==> config.mk <==
export PLATFORM = sky130hd
export DESIGN_NAME = pwm_tick_generator
export DESIGN_NICKNAME = d
export VERILOG_FILES = /design/src/rtl/pwm_tick_generator.sv
export SDC_FILE = /design/constraint.sdc
export NUM_CORES = 1
export LEC_CHECK = 0
export BUFFER_PORTS_ARGS = -buffer_cell sky130_fd_sc_hd__buf_2
export CAP_MARGIN = 15
export CORE_MARGIN = 2
export CORE_UTILIZATION = 35
export CTS_CLUSTER_DIAMETER = 30
export CTS_CLUSTER_SIZE = 12
export DETAILED_ROUTE_END_ITERATION = 7
export GPL_TIMING_DRIVEN = 0
export PLACE_DENSITY = 0.5
export SYNTH_ARGS = -nofsm -noshare
export SYNTH_HDL_FRONTEND = slang
export SYNTH_SLANG_ARGS = --single-unit
==> constraint.sdc <==
create_clock -name clk -period 4.3 [get_ports clk]
set_clock_uncertainty 0.15 [all_clocks]
set_input_delay 0.86 -clock clk [delete_from_list [all_inputs] [get_ports clk]]
set_output_delay 0.86 -clock clk [all_outputs]
set_load 0.02 [all_outputs]
==> src/rtl/pwm_tick_generator.sv <==
// PWM generator clocked by ticks derived from an asynchronous slow_clk.
// Duty updates are double-buffered and take effect only at a period boundary.
module pwm_tick_generator #(
  parameter int WIDTH       = 8,
  parameter int SYNC_STAGES = 2
) (
  input  logic             clk,
  input  logic             rst,
  input  logic             slow_clk,
  input  logic             enable,
  input  logic [WIDTH-1:0] duty_in,
  input  logic             duty_valid,
  output logic             duty_ready,
  output logic             pwm_out,
  output logic             period_start,
  output logic [WIDTH-1:0] duty_active
);

  localparam logic [WIDTH-1:0] CNT_MAX = '1;

  logic [SYNC_STAGES-1:0] sync_q;
  logic                   edge_q;
  logic                   tick;
  logic [WIDTH-1:0]       cnt;
  logic [WIDTH-1:0]       pend_val;
  logic                   pending;
  logic                   wrap;
  logic                   accept;
  logic                   apply;

  // slow_clk is treated purely as data; edge_q starts at 0 so a level that is
  // already high when reset releases still produces one tick.
  always_ff @(posedge clk or posedge rst) begin
    if (rst) begin
      sync_q <= '0;
      edge_q <= 1'b0;
    end else begin
      sync_q <= {sync_q[SYNC_STAGES-2:0], slow_clk};
      edge_q <= sync_q[SYNC_STAGES-1];
    end
  end

  assign tick = sync_q[SYNC_STAGES-1] & ~edge_q;
  assign wrap = enable & tick & (cnt == CNT_MAX);

  // Handshake: a duty transfers on any clk edge where duty_valid and
  // duty_ready are both high; duty_ready is low while one value is pending,
  // and duty_valid seen during that time is dropped, not queued.
  assign duty_ready = ~pending;
  assign accept     = duty_valid & ~pending;
  // When stopped there is no period to protect, so a pending duty lands at once.
  assign apply      = pending & (~enable | wrap);

  always_ff @(posedge clk or posedge rst) begin
    if (rst) begin
      cnt <= '0;
    end else if (!enable) begin
      cnt <= '0;
    end else if (tick) begin
      cnt <= cnt + 1'b1;
    end
  end

  always_ff @(posedge clk or posedge rst) begin
    if (rst) begin
      period_start <= 1'b0;
      pwm_out      <= 1'b0;
    end else begin
      period_start <= wrap;
      pwm_out      <= enable & (cnt < duty_active);
    end
  end

  // accept needs pending=0 and apply needs pending=1, so they never coincide.
  always_ff @(posedge clk or posedge rst) begin
    if (rst) begin
      pending     <= 1'b0;
      pend_val    <= '0;
      duty_active <= '0;
    end else if (accept) begin
      pending  <= 1'b1;
      pend_val <= duty_in;
    end else if (apply) begin
      pending     <= 1'b0;
      duty_active <= pend_val;
    end
  end

endmodule
-- Word-level counts from Yosys, hierarchy flattened
Index checks and enable logic that the tools add are counted.
- add/sub/neg operators: 1
- equality and inequality tests: 2
- order comparisons: 1
- bitwise gates (word level): 11
- reductions and logical operators: 2
- multiplexer cells: 4
- operator list (cell ; count):
    8-bit 2-to-1 mux ; 2
    8-bit by 1-bit adder with 8-bit output, second input constant ; 1
    8-bit == test, second input constant ; 1
    8-bit less-than comparator ; 1
    1-bit bitwise AND ; 6
    1-bit inverter ; 4
    1-bit 2-to-1 mux ; 2
    2-bit by 1-bit inequality test with 1-bit output, second input constant ; 1
    2-bit AND reduction ; 1
    2-bit nonzero test ; 1
    1-bit OR ; 1
- word-level logic and storage cells: 29
- output and inout bits: 11
- input port bits: 13
- register bits: 30

-- Longest topological paths before layout
- depth in word-level cells: 8
- depth in mapped cells: 5
- depth with buffers taken out: 5

-- Worst setup path after synthesis
Ideal clock, no wire load.
- path kind: register to output
- start point: register pending
- end point: output duty_ready
- stages on the path, launching flop included: 4
- slack: 2.397 ns
- arrival: 0.893 ns
- path buffers: 2
- cell sequence: dfrtp_1 buf_2 clkbuf_1 inv_1
- longest elaborated chain between the ends: 1
- ends and longest elaborated chain (item ; line ; source):
    start: declaration ; 26 ; logic pending;
    start signal: assignment ; 77 ; pending <= 1'b0;
    start signal: assignment ; 81 ; pending <= 1'b1;
    start signal: assignment ; 84 ; pending <= 1'b0;
    1-bit inverter ; 49 ; assign duty_ready = ~pending;
    end: declaration ; 13 ; output logic duty_ready,
No other way between the ends.

-- Worst setup path after layout
Same ends and word-level chain as after synthesis.

==> results.sh <==
export IMPL_cts_tree="yes"
export IMPL_fin_setup_tns_ps=0
export IMPL_drt_iter0_markers=95
export IMPL_timing_critical_path_slowest_cell_delay_ps=490
export IMPL_die_w_um=73.2
export IMPL_final_util_pct=42.6
export IMPL_worst_setup_path_start_kind="flip-flop"
export IMPL_ios=24
export IMPL_finalHoldViolations=0
export IMPL_yosys_mux_area_fraction_pct=5.98
export IMPL_max_freq_ghz=0.394
export IMPL_synth_area_mm2=0.00167
export IMPL_synth_top_family_by_area="simple AND/OR/NAND/NOR gates"
export IMPL_post_synth_xor_area_fraction_pct=1.05
export IMPL_total_clock_buffers_created_by_cts=5
export IMPL_pwr_density_cell_mw_per_mm2=387
export IMPL_core_region_mm2=0.00466
export IMPL_cts_root_buffer="clkbuf_8"
export IMPL_outcome="completed"
export IMPL_maxCapViolations=0
export IMPL_rsz0062_at_grt="no"
export IMPL_synth_area_leader_cell="dfrtp_1"
export IMPL_drive_above_1_share_pct=26.2
export IMPL_ys_warn_count=0
export IMPL_grt_pass1_wl_mm=6.75
export IMPL_initial_core_util_pct=35.9
export IMPL_ys_seq_area_share_pct=44.8
export IMPL_instance_count_after_placement_with_tap_cells_included=236
export IMPL_std_cell_rows=25
export IMPL_gpl_final_weighted_congestion=0.826
export IMPL_clkSlewWorstSetupHoldPaths_ps=60
export IMPL_timing_critical_path_to_type="output pin"
export IMPL_vdd_ir_max_v=0.000196
export IMPL_die_height_um=73.2
export IMPL_grt_usage_pct=16.6
export IMPL_synth_area_leaders="dfrtp_1, ha_1, mux2_2"
export IMPL_post_synth_top_area_fraction_pct=44.8
export IMPL_worst_path_max_delay_cell="clkbuf_1"
export IMPL_routed_via_density=5.63
export IMPL_power_static_leakage_nw=0.943
export IMPL_yosysUniqueCellTypes=39
export IMPL_synthesis_instances=160
export IMPL_crit_top_cell="buf_2"
export IMPL_clk_insertion_delay_late_ps=280
export IMPL_worst_slew_pin_tran_ps=590
export IMPL_drv_slew=0
export IMPL_diodes=0
export IMPL_detail_route_wirelength_mm=3.96
export IMPL_min_period_over_period_pct=59.0
export IMPL_period_needed_ps=2540
export IMPL_drt_wirelength_per_cell_um=16.2
export IMPL_hp_class="reg -> reg"
export IMPL_route_vias_total=1379
export IMPL_dieArea_mm2=0.00535
export IMPL_layout_nets=211
export IMPL_post_cts_resize_count=0
export IMPL_synth_adder_area_share_pct=5.98
export IMPL_cts_sinks=30
export IMPL_timing_final_setup_violations=0
export IMPL_antenna_found_initial=0
export IMPL_post_cts_setup_buffers=0
export IMPL_layout_overhead_on_the_synthesized_area_pct=18.6
export IMPL_simple_gate_portion_of_the_synthesized_area_pct=19.9
export IMPL_critPathArrivalTime_ps=1530
export IMPL_cts_hold_repair_buffers=0
export IMPL_max_slew_margin_pct=60.6
export IMPL_max_clock_path_buffers=2
export IMPL_crit_type="reg -> out"
export IMPL_route_detailed_drc=0
export IMPL_vias_in_the_first_global_route=1388
export IMPL_critical_path_peak_fanout=10
export IMPL_number_of_non_filler_instances_in_the_completed_layout=245
export IMPL_post_synth_cell_area_avg_um2=10.5
export IMPL_postSynthRegisterBits=30
export IMPL_port_buffers=22
export IMPL_htreeDepth=2
export IMPL_grt_max_degree=31
export IMPL_gr_overflow_total=0
export IMPL_compound_gate_fraction_of_synth_area_pct=15.8
export IMPL_cp_cell_sequence="buf_2 > clkbuf_1 > inv_1 > buf_2"
export IMPL_drt_first_pass_iters=4
export IMPL_critPathRequiredTime_ps=3290
export IMPL_count_of_nets_left_with_antenna_violations_after_detail_routing=0
export IMPL_dp_hpwl_mm=2.80
export IMPL_total_power_mw=0.769
export IMPL_syn_num_nets=181
where the power goes:
part | leakage (nW) | switching (mW) | total [mW] | internal, mW
Sequential | 0.355 | 0.0282 | 0.343 | 0.314
Clock | 0.0524 | 0.106 | 0.280 | 0.173
Combinational | 0.536 | 0.0810 | 0.147 | 0.0661
path summary, 6_finish.rpt:
check / start / to / slack [ps] / depth (start not counted)
max in group asynchronous: rst / duty_active[7] / 3050 / 3
hold reg to reg: sync_q[0] / sync_q[1] / 210 / 0
min in group asynchronous: rst / pending / 460 / 2
setup / recovery: pending / duty_ready / 1760 / 4
setup reg to reg: cnt[3] / pwm_out / 2310 / 4
hold / removal: sync_q[0] / sync_q[1] / 210 / 0
layer usage:
metal | global-route usage (%) | up-vias | wire [um]
li1 | - | 665 | -
met1 | 20.5 | 671 | 1730
met2 | 27.0 | 35 | 1970
met3 | 4.28 | 8 | 175
met4 | 7.61 | 0 | 83
met5 | 0 | - | 0
registers in the layout, indices dropped and copies added (netlist names):
| register | flops |
|---|---|
| cnt | 8 |
| duty_active | 8 |
| pend_val | 8 |
| sync_q | 2 |
| edge_q | 1 |
| pending | 1 |
| period_start | 1 |
| pwm_out | 1 |
critical path: cells and delay by family, from the launching register on:
| family | cells | cell delay, ps |
|---|---|---|
| flops | 1 | 310 |
| buf+inv | 4 | 930 |
kinds of logic (layout without fill, tap and decap cells):
kind of cell | after synthesis | after routing
XOR/XNOR | 2 | 2
AO/OA/AOI/OAI | 33 | 33
flip-flops | 30 | 30
adder cells (fa/ha/maj) | 8 | 8
AND/OR/NAND/NOR | 55 | 55
multiplexers | 9 | 9
buffers and inverters | 23 | 54
synth_stat cells, drive strengths merged:
cell type / number
mux2: 8
clkinv: 2
nor2b: 2
nand3b: 9
or3: 3
nand3: 2
xnor2: 1
a211oi: 1
nand4b: 2
o41ai: 1
and4: 1
nor3b: 1
o311ai: 1
and4b: 1
nor4: 8
a311o: 8
clkbuf: 2
mux2i: 1
or2b: 1
inv: 12
a31o: 1
dfrtp: 30
a2111oi: 1
ha: 8
buf: 7
or4: 1
o221ai: 8
xor2: 1
o2111a: 1
a21oi: 5
nor2: 4
o21ai: 4
nand4: 1
nand2: 19
o31ai: 1
o211ai: 1
stage by stage:
step / area [um2] / setup WS [ps] / hold slack [ps]
3_5_place_dp: 1850 / 2040 / 201
5_1_grt: 1990 / 1710 / 221
6_report: 1990 / 1760 / 213
3_3_place_gp: 1850 / 2070 / 183
4_1_cts: 1960 / 1820 / 217
2_1_floorplan: 1670 / 2400 / 181
cells in the final DEF, fill, tap and decap left out, drive strengths merged, types with 2 or more instances in the layout:
cell type	netlist	final
a311o	8	8
nor2b	2	2
inv	12	12
nand3	2	2
nand2	19	19
nor2	4	4
buf	7	30
o221ai	8	8
mux2	8	8
nor4	8	8
ha	8	8
a21oi	5	5
dfrtp	30	30
clkbuf	2	9
nand3b	9	9
nand4b	2	2
or3	3	3
o21ai	4	4
clkinv	2	2
layout make-up:
type | instances | area, um2
Inverter | 14 | 52.6
Multi-Input combinational cell | 107 | 815
Timing Repair Buffer | 23 | 138
Fill cell | 456 | 2680
Clock inverter | 1 | 30.0
Tap cell | 54 | 67.6
Clock buffer | 7 | 76.3
Buffer | 9 | 56.3
Sequential cell | 30 | 751
Power figures use the tool's default switching activity.
